$ cat src/rtl/cpu_pkg.sv
`default_nettype none
// ============================================================================
// Module   : cpu_pkg
// Brief    : Shared encodings for the 5-stage pipeline decode stage: opcodes,
//            ALU function codes, ALU operand-B selects and the control bundle.
// Revision : 1.0 - initial release
// ============================================================================
package cpu_pkg;

    // Opcodes, IF/ID instruction[7:0]
    localparam logic [7:0] OP_NOP  = 8'h00;
    localparam logic [7:0] OP_ADD  = 8'h01;
    localparam logic [7:0] OP_SUB  = 8'h02;
    localparam logic [7:0] OP_MUL  = 8'h03;
    localparam logic [7:0] OP_XOR  = 8'h04;
    localparam logic [7:0] OP_OR   = 8'h05;
    localparam logic [7:0] OP_AND  = 8'h06;
    localparam logic [7:0] OP_SLL  = 8'h07;
    localparam logic [7:0] OP_SRA  = 8'h08;
    localparam logic [7:0] OP_SRL  = 8'h09;
    localparam logic [7:0] OP_ADDI = 8'h10;
    localparam logic [7:0] OP_LW   = 8'h20;
    localparam logic [7:0] OP_SW   = 8'h21;
    localparam logic [7:0] OP_J    = 8'h30;

    // ALU function codes
    localparam logic [3:0] ALU_ADD = 4'd0;
    localparam logic [3:0] ALU_SUB = 4'd1;
    localparam logic [3:0] ALU_MUL = 4'd2;
    localparam logic [3:0] ALU_XOR = 4'd3;
    localparam logic [3:0] ALU_OR  = 4'd4;
    localparam logic [3:0] ALU_AND = 4'd5;
    localparam logic [3:0] ALU_SLL = 4'd6;
    localparam logic [3:0] ALU_SRA = 4'd7;
    localparam logic [3:0] ALU_SRL = 4'd8;

    // ALU operand B select
    localparam logic [1:0] ALUSRC_DB    = 2'b00;
    localparam logic [1:0] ALUSRC_IMM   = 2'b01;
    localparam logic [1:0] ALUSRC_SHAMT = 2'b10;

    // Scoreboard depth: EX, MEM, WB
    localparam int SB_DEPTH = 3;

    typedef struct packed {
        logic       reg_dst;
        logic       mem_read;
        logic       mem_write;
        logic       mem_to_reg;
        logic       reg_write;
        logic       jump;
        logic       pc_src;
        logic [3:0] alu_op;
        logic [1:0] alu_src;
    } ctrl_t;

    localparam ctrl_t CTRL_BUBBLE = '0;

    // ALU function for the register/shift opcodes
    function automatic logic [3:0] f_alu_op(input logic [7:0] op);
        case (op)
            OP_SUB:  return ALU_SUB;
            OP_MUL:  return ALU_MUL;
            OP_XOR:  return ALU_XOR;
            OP_OR:   return ALU_OR;
            OP_AND:  return ALU_AND;
            OP_SLL:  return ALU_SLL;
            OP_SRA:  return ALU_SRA;
            OP_SRL:  return ALU_SRL;
            default: return ALU_ADD;
        endcase
    endfunction

endpackage
`default_nettype wire

$ cat src/rtl/control_hazard_unit_if.sv
`default_nettype none
// ============================================================================
// Module   : control_hazard_unit_if
// Brief    : IF/ID instruction fields in, decoded control bundle and hazard
//            status out. master = pipeline side, slave = control unit.
// Revision : 1.0 - initial release
// ============================================================================
interface control_hazard_unit_if;
    logic [7:0]  Op;
    logic [4:0]  rs;
    logic [4:0]  rt;
    logic [4:0]  rd;
    logic        RegDst;
    logic        MemRead;
    logic        MemWrite;
    logic        MemToReg;
    logic        RegWrite;
    logic        Jump;
    logic        PCSrc;
    logic [3:0]  ALUOp;
    logic [1:0]  ALUSrc;
    logic        stall;
    logic        flush;
    logic        illegal;
    logic [15:0] stall_cnt;

    modport master (
        output Op, rs, rt, rd,
        input  RegDst, MemRead, MemWrite, MemToReg, RegWrite, Jump, PCSrc,
        input  ALUOp, ALUSrc, stall, flush, illegal, stall_cnt
    );

    modport slave (
        input  Op, rs, rt, rd,
        output RegDst, MemRead, MemWrite, MemToReg, RegWrite, Jump, PCSrc,
        output ALUOp, ALUSrc, stall, flush, illegal, stall_cnt
    );
endinterface
`default_nettype wire

$ cat src/rtl/hazard_scoreboard.sv
`default_nettype none
// ============================================================================
// Module   : hazard_scoreboard
// Brief    : 3-entry shift register of in-flight register writes (entry 0 =
//            EX, 1 = MEM, 2 = WB). Flags a hit when a valid entry matches a
//            source register the decoding instruction actually reads.
// Revision : 1.0 - initial release
// ============================================================================
module hazard_scoreboard
    import cpu_pkg::*;
(
    input  wire logic       clk,
    input  wire logic       reset,
    input  wire logic       i_push_valid,
    input  wire logic [4:0] i_push_rd,
    input  wire logic [4:0] i_rs,
    input  wire logic [4:0] i_rt,
    input  wire logic       i_use_rs,
    input  wire logic       i_use_rt,
    output logic            hit
);

    logic [SB_DEPTH-1:0]      r_valid;
    logic [SB_DEPTH-1:0][4:0] r_rd;
    logic [SB_DEPTH-1:0]      w_match;

    // Advance every entry one stage per clock; a stall does not freeze it
    always_ff @(posedge clk or negedge reset) begin
        if (!reset) begin
            r_valid <= '0;
            r_rd    <= '0;
        end else begin
            r_valid <= {r_valid[SB_DEPTH-2:0], i_push_valid};
            r_rd    <= {r_rd[SB_DEPTH-2:0], i_push_rd};
        end
    end

    genvar g;
    for (g = 0; g < SB_DEPTH; g++) begin : g_match
        assign w_match[g] = r_valid[g] &&
                            ((i_use_rs && (r_rd[g] == i_rs)) ||
                             (i_use_rt && (r_rd[g] == i_rt)));
    end

    assign hit = |w_match;

endmodule
`default_nettype wire

$ cat src/rtl/control_hazard_unit.sv
`default_nettype none
// ============================================================================
// Module   : control_hazard_unit
// Brief    : Decode-stage control and RAW hazard unit. Decodes the IF/ID
//            opcode into the datapath control bundle, stalls on hits in the
//            in-flight write scoreboard (no forwarding), squashes the slot
//            after a jump and counts stall cycles.
// Revision : 1.0 - initial release
// ============================================================================
module control_hazard_unit
    import cpu_pkg::*;
(
    input  wire logic              clk,
    input  wire logic              reset,
    control_hazard_unit_if.slave   bus
);

    ctrl_t       w_dec;
    ctrl_t       w_ctrl;
    logic        w_use_rs;
    logic        w_use_rt;
    logic        w_legal;
    logic        w_live;
    logic        w_hit;
    logic        w_stall;
    logic        r_flush_pend;
    logic [15:0] r_stall_cnt;

    // Raw opcode decode, independent of stall/flush/reset
    always_comb begin
        w_dec    = CTRL_BUBBLE;
        w_use_rs = 1'b0;
        w_use_rt = 1'b0;
        w_legal  = 1'b1;
        case (bus.Op)
            OP_NOP: begin
            end
            OP_ADD, OP_SUB, OP_MUL, OP_XOR, OP_OR, OP_AND: begin
                w_dec.alu_op    = f_alu_op(bus.Op);
                w_dec.alu_src   = ALUSRC_DB;
                w_dec.reg_write = 1'b1;
                w_dec.reg_dst   = 1'b1;
                w_use_rs        = 1'b1;
                w_use_rt        = 1'b1;
            end
            OP_SLL, OP_SRA, OP_SRL: begin
                w_dec.alu_op    = f_alu_op(bus.Op);
                w_dec.alu_src   = ALUSRC_SHAMT;
                w_dec.reg_write = 1'b1;
                w_dec.reg_dst   = 1'b1;
                w_use_rs        = 1'b1;
            end
            OP_ADDI: begin
                w_dec.alu_op    = ALU_ADD;
                w_dec.alu_src   = ALUSRC_IMM;
                w_dec.reg_write = 1'b1;
                w_use_rs        = 1'b1;
            end
            OP_LW: begin
                w_dec.alu_op     = ALU_ADD;
                w_dec.alu_src    = ALUSRC_IMM;
                w_dec.mem_read   = 1'b1;
                w_dec.mem_to_reg = 1'b1;
                w_dec.reg_write  = 1'b1;
                w_use_rs         = 1'b1;
            end
            OP_SW: begin
                w_dec.alu_op    = ALU_ADD;
                w_dec.alu_src   = ALUSRC_IMM;
                w_dec.mem_write = 1'b1;
                w_use_rs        = 1'b1;
                w_use_rt        = 1'b1;
            end
            OP_J: begin
                w_dec.jump   = 1'b1;
                w_dec.pc_src = 1'b1;
            end
            default: begin
                w_legal = 1'b0;
            end
        endcase
    end

    hazard_scoreboard u_scoreboard (
        .clk          (clk),
        .reset        (reset),
        .i_push_valid (w_ctrl.reg_write),
        .i_push_rd    (bus.rd),
        .i_rs         (bus.rs),
        .i_rt         (bus.rt),
        .i_use_rs     (w_use_rs),
        .i_use_rt     (w_use_rt),
        .hit          (w_hit)
    );

    // A slot is live when out of reset and not squashed by a preceding jump;
    // priority is reset > flush > stall > normal decode
    assign w_live  = reset && !r_flush_pend;
    assign w_stall = w_live && w_legal && w_hit;
    assign w_ctrl  = (w_live && !w_stall) ? w_dec : CTRL_BUBBLE;

    // Jump squash flag and saturating stall counter
    always_ff @(posedge clk or negedge reset) begin
        if (!reset) begin
            r_flush_pend <= 1'b0;
            r_stall_cnt  <= '0;
        end else begin
            r_flush_pend <= w_ctrl.jump;
            if (w_stall && (r_stall_cnt != 16'hFFFF)) begin
                r_stall_cnt <= r_stall_cnt + 16'd1;
            end
        end
    end

    assign bus.RegDst    = w_ctrl.reg_dst;
    assign bus.MemRead   = w_ctrl.mem_read;
    assign bus.MemWrite  = w_ctrl.mem_write;
    assign bus.MemToReg  = w_ctrl.mem_to_reg;
    assign bus.RegWrite  = w_ctrl.reg_write;
    assign bus.Jump      = w_ctrl.jump;
    assign bus.PCSrc     = w_ctrl.pc_src;
    assign bus.ALUOp     = w_ctrl.alu_op;
    assign bus.ALUSrc    = w_ctrl.alu_src;
    assign bus.stall     = w_stall;
    assign bus.flush     = reset && r_flush_pend;
    assign bus.illegal   = w_live && !w_legal;
    assign bus.stall_cnt = r_stall_cnt;

endmodule
`default_nettype wire
$ cat src/flat_wrapper.sv
// flat-port wrapper written by rule: the top's interface ports become plain ports
module control_hazard_unit_flat import cpu_pkg::*;
  (clk, reset, bus_Op, bus_rs, bus_rt, bus_rd, bus_RegDst, bus_MemRead, bus_MemWrite, bus_MemToReg, bus_RegWrite, bus_Jump, bus_PCSrc, bus_ALUOp, bus_ALUSrc, bus_stall, bus_flush, bus_illegal, bus_stall_cnt);
  control_hazard_unit_if bus_i ();
  input  wire logic clk;
  input  wire logic reset;
  input wire logic [$bits(bus_i.Op)-1:0] bus_Op;
  input wire logic [$bits(bus_i.rs)-1:0] bus_rs;
  input wire logic [$bits(bus_i.rt)-1:0] bus_rt;
  input wire logic [$bits(bus_i.rd)-1:0] bus_rd;
  output wire logic [$bits(bus_i.RegDst)-1:0] bus_RegDst;
  output wire logic [$bits(bus_i.MemRead)-1:0] bus_MemRead;
  output wire logic [$bits(bus_i.MemWrite)-1:0] bus_MemWrite;
  output wire logic [$bits(bus_i.MemToReg)-1:0] bus_MemToReg;
  output wire logic [$bits(bus_i.RegWrite)-1:0] bus_RegWrite;
  output wire logic [$bits(bus_i.Jump)-1:0] bus_Jump;
  output wire logic [$bits(bus_i.PCSrc)-1:0] bus_PCSrc;
  output wire logic [$bits(bus_i.ALUOp)-1:0] bus_ALUOp;
  output wire logic [$bits(bus_i.ALUSrc)-1:0] bus_ALUSrc;
  output wire logic [$bits(bus_i.stall)-1:0] bus_stall;
  output wire logic [$bits(bus_i.flush)-1:0] bus_flush;
  output wire logic [$bits(bus_i.illegal)-1:0] bus_illegal;
  output wire logic [$bits(bus_i.stall_cnt)-1:0] bus_stall_cnt;
  assign bus_i.Op = bus_Op;
  assign bus_i.rs = bus_rs;
  assign bus_i.rt = bus_rt;
  assign bus_i.rd = bus_rd;
  assign bus_RegDst = bus_i.RegDst;
  assign bus_MemRead = bus_i.MemRead;
  assign bus_MemWrite = bus_i.MemWrite;
  assign bus_MemToReg = bus_i.MemToReg;
  assign bus_RegWrite = bus_i.RegWrite;
  assign bus_Jump = bus_i.Jump;
  assign bus_PCSrc = bus_i.PCSrc;
  assign bus_ALUOp = bus_i.ALUOp;
  assign bus_ALUSrc = bus_i.ALUSrc;
  assign bus_stall = bus_i.stall;
  assign bus_flush = bus_i.flush;
  assign bus_illegal = bus_i.illegal;
  assign bus_stall_cnt = bus_i.stall_cnt;
  control_hazard_unit u_core (.clk(clk), .reset(reset), .bus(bus_i));
endmodule
$ cat config.mk
export PLATFORM = sky130hd
export DESIGN_NAME = control_hazard_unit_flat
export DESIGN_NICKNAME = d
export VERILOG_FILES = /design/src/rtl/cpu_pkg.sv /design/src/rtl/control_hazard_unit_if.sv /design/src/rtl/hazard_scoreboard.sv /design/src/rtl/control_hazard_unit.sv /design/src/flat_wrapper.sv
export SDC_FILE = /design/constraint.sdc
export NUM_CORES = 1
export LEC_CHECK = 0
export CAP_MARGIN = 20
export CORE_UTILIZATION = 50
export DETAILED_ROUTE_END_ITERATION = 8
export PLACE_DENSITY = 0.82
export RECOVER_POWER = 25
export SLEW_MARGIN = 10
export SYNTH_ARGS = -nofsm -noshare
export SYNTH_HDL_FRONTEND = slang
export SYNTH_HIERARCHICAL = 1
export SYNTH_SLANG_ARGS = --single-unit
$ cat constraint.sdc
create_clock -name clk -period 3.7 [get_ports clk]
set_input_delay 0.555 -clock clk [delete_from_list [all_inputs] [get_ports clk]]
set_output_delay 0.555 -clock clk [all_outputs]
set_load 0.02 [all_outputs]
==> flow_metrics.tcl <==
set metrics [dict create \
    status "finished clean" \
    floorplan.initialDensity 0.523 \
    ys_seq_area_frac 0.416 \
    synth_edf_count 0 \
    final_area_sq_um 3070 \
    cpMaxStageDelayCell "clkdlybuf4s50_1" \
    pre_cts_ws_ns -0.514 \
    cts_tree "done" \
    syn_inst 212 \
    clock.fmax_mhz 288 \
    yosysTopAreaCell "dfrtp_1" \
    diodes 0 \
    drc 0 \
    async_reset_ff_frac 1.00 \
    path_cells "clkdlybuf4s50_1, buf_4, inv_1, nand2_1, buf_4, nor2_1, nand3_1, nand2b_4, nand4_1, nand4_1, a21o_1, buf_6, nand3_1, o22ai_2, buf_6" \
    cts_buffer_depth 2 \
    finalSetupTns_ns 0 \
    area_growth_pct 45.5 \
    powerDensity_nw_per_um2 261 \
    leakage_uw 0.00139 \
    cts.reportedPaths.clkPinSlew_ns 0.07 \
    insertion_delay_ns 0.28 \
    wl_per_cell_um 14.8 \
    gp_congestion 0.933 \
    synth_area_sq_um 2110 \
    die_h_um 66.9 \
    power_uw 800 \
    yosysTopAreaCellShare 0.416 \
    ys.flop_type "dfrtp_1" \
    grt_pass1_vias 1856 \
    tightest_slew_ns 0.427 \
    synthesis.nets 243 \
    numPortBuffers 56 \
    ios 57 \
    dieArea_sq_um 4480 \
    root_buffer "clkbuf_8" \
    drv_cap 0 \
    hold_class "flop to flop" \
    drtPass1Iterations 4 \
    finClkSkew_ns 0.00220 \
    placed_area_sq_um 2920 \
    fin_ws_ns 0.233 \
    grt_use_total 0.252 \
    core_sq_um 4030 \
    num_rows 23 \
    synth-seq-cells 35 \
    cpLargestDelayFamily "buffers and inverters" \
    max_slew_margin 0.715 \
    yosys_warnings 6 \
    cts_sinks 35 \
    critPathKind "primary input to output port" \
    htree_levels 2 \
    hold_violations 0 \
    final_cell_mix "buf_4, dfrtp_1, clkdlybuf4s50_1, xor2_1, xnor2_1" \
    synth.area.top_cells "dfrtp_1, xor2_1, xnor2_1, nand4_1, ha_1" \
    syn_area_per_cell_sq_um 9.94 \
    viasPerCell 5.49 \
    path_max_fanout 4 \
    fin_crit_ns 3.47 \
    dp_hpwl_mm 3.80 \
    grt_max_degree 37 \
    rsz0062_at_grt "false" \
    cp_data_required_time_ns 3.14 \
    slowest_delay_ns 0.42 \
    cp-start-kind "primary input" \
    arrival_ns 2.91 \
    drt_iter0_drc 88 \
    fin_nets 335 \
    synthDistinctLibCells 40 \
    via_count 1950 \
    fp.dieW_um 66.9 \
    final_max_slew_viol_count 0 \
    fillers 282 \
    grt_pass1_wl_mm 8.43 \
    antenna_found_initial 0 \
    period_share 0.937 \
    cp_num_buf_inv 6 \
    crit_path_end_kind "output port" \
    setup_violations 0 \
    fin_util 0.761 \
    grt_overflow 0 \
    ir_drop_mv 0.184 \
    drt_wl_total_mm 5.24 \
    ant_nets 0 \
    drive_gt1_frac 0.239 \
    numCtsBuffers 5 \
]
## power breakdown
group | switching (uW) | total, uW | internal [uW]
sequential | 9.05 | 400 | 391
clock | 131 | 263 | 132
combinational | 67.7 | 137 | 68.9
## through the flow
stage,std cells,hold slack [ns]
CTS,355,0.395
global placement,342,0.372
floorplan,212,0.259
finish,355,0.395
detailed placement,342,0.384
global route,355,0.407
## cells in the mapped netlist, drive strengths merged, types with 5 or more instances
cell type  instances
xnor2             21
o21ai              7
buf                6
nor2              15
and2               5
dfrtp             35
inv                6
ha                 6
nand2b             6
and3               8
nand2             10
nand3             13
a21oi              5
nor4               6
xor2              24
nand4             13
## repair_timing
action	in CTS	in global routing
setup endpoints to repair	15	14
gates resized for setup	51	18
hold buffers	0	0
cloned	0	0
setup buffers	5	0
pin swaps	2	4
## area by class of cell
| type | instances | area, sq um | area share |
|---|---|---|---|
| clock inverter | 1 | 5.00 | 0.00163 |
| clock buffer | 7 | 76.3 | 0.0249 |
| multi-input combinational | 165 | 1230 | 0.401 |
| inverter | 6 | 22.5 | 0.00735 |
| tap | 50 | 62.6 | 0.0204 |
| timing repair buffer | 91 | 795 | 0.259 |
| sequential | 35 | 876 | 0.286 |
## worst paths after layout
check                      slack, ns                             end  cells past startpoint                            from
max                             0.23                       bus_stall                     15                       bus_Op[4]
min                             0.40  u_core/u_scoreboard/r_valid[2]                      0  u_core/u_scoreboard/r_valid[1]
max reg2reg                     1.09         u_core/bus.stall_cnt[5]                     12     u_core/u_scoreboard/r_rd[2]
min reg2reg                     0.40  u_core/u_scoreboard/r_valid[2]                      0  u_core/u_scoreboard/r_valid[1]
max in group asynchronous       2.58         u_core/bus.stall_cnt[0]                      2                           reset
min in group asynchronous       0.82             u_core/r_flush_pend                      2                           reset
## flip-flops by register name, indices dropped and copies added (netlist names)
register / count
u_core/bus.stall_cnt: 16
u_core/u_scoreboard/r_valid: 3
u_core/u_scoreboard/r_rd: 15
u_core/r_flush_pend: 1
## logic make-up (layout without fill, tap and decap cells)
group / Yosys count / in the layout / share of synthesized area
AND/OR/NAND/NOR: 87 / 87 / 0.230
flip-flops: 35 / 35 / 0.416
adder cells (fa/ha/maj): 6 / 6 / 0.0356
buffers and inverters: 12 / 105 / 0.0297
multiplexers: 3 / 3 / 0.0154
AO/OA/AOI/OAI: 24 / 24 / 0.0867
XOR/XNOR: 45 / 45 / 0.187
## routing by layer
| layer | track usage | vias to the layer above | part of all wire |
|---|---|---|---|
| li1 | - | 938 | - |
| met1 | 0.332 | 955 | 0.45 |
| met2 | 0.412 | 51 | 0.49 |
| met3 | 0.0599 | 6 | 0.054 |
| met4 | 0.0638 | 0 | 0.0093 |
| met5 | 0 | - | 0 |
No activity file was read; power rests on OpenSTA's default activity.
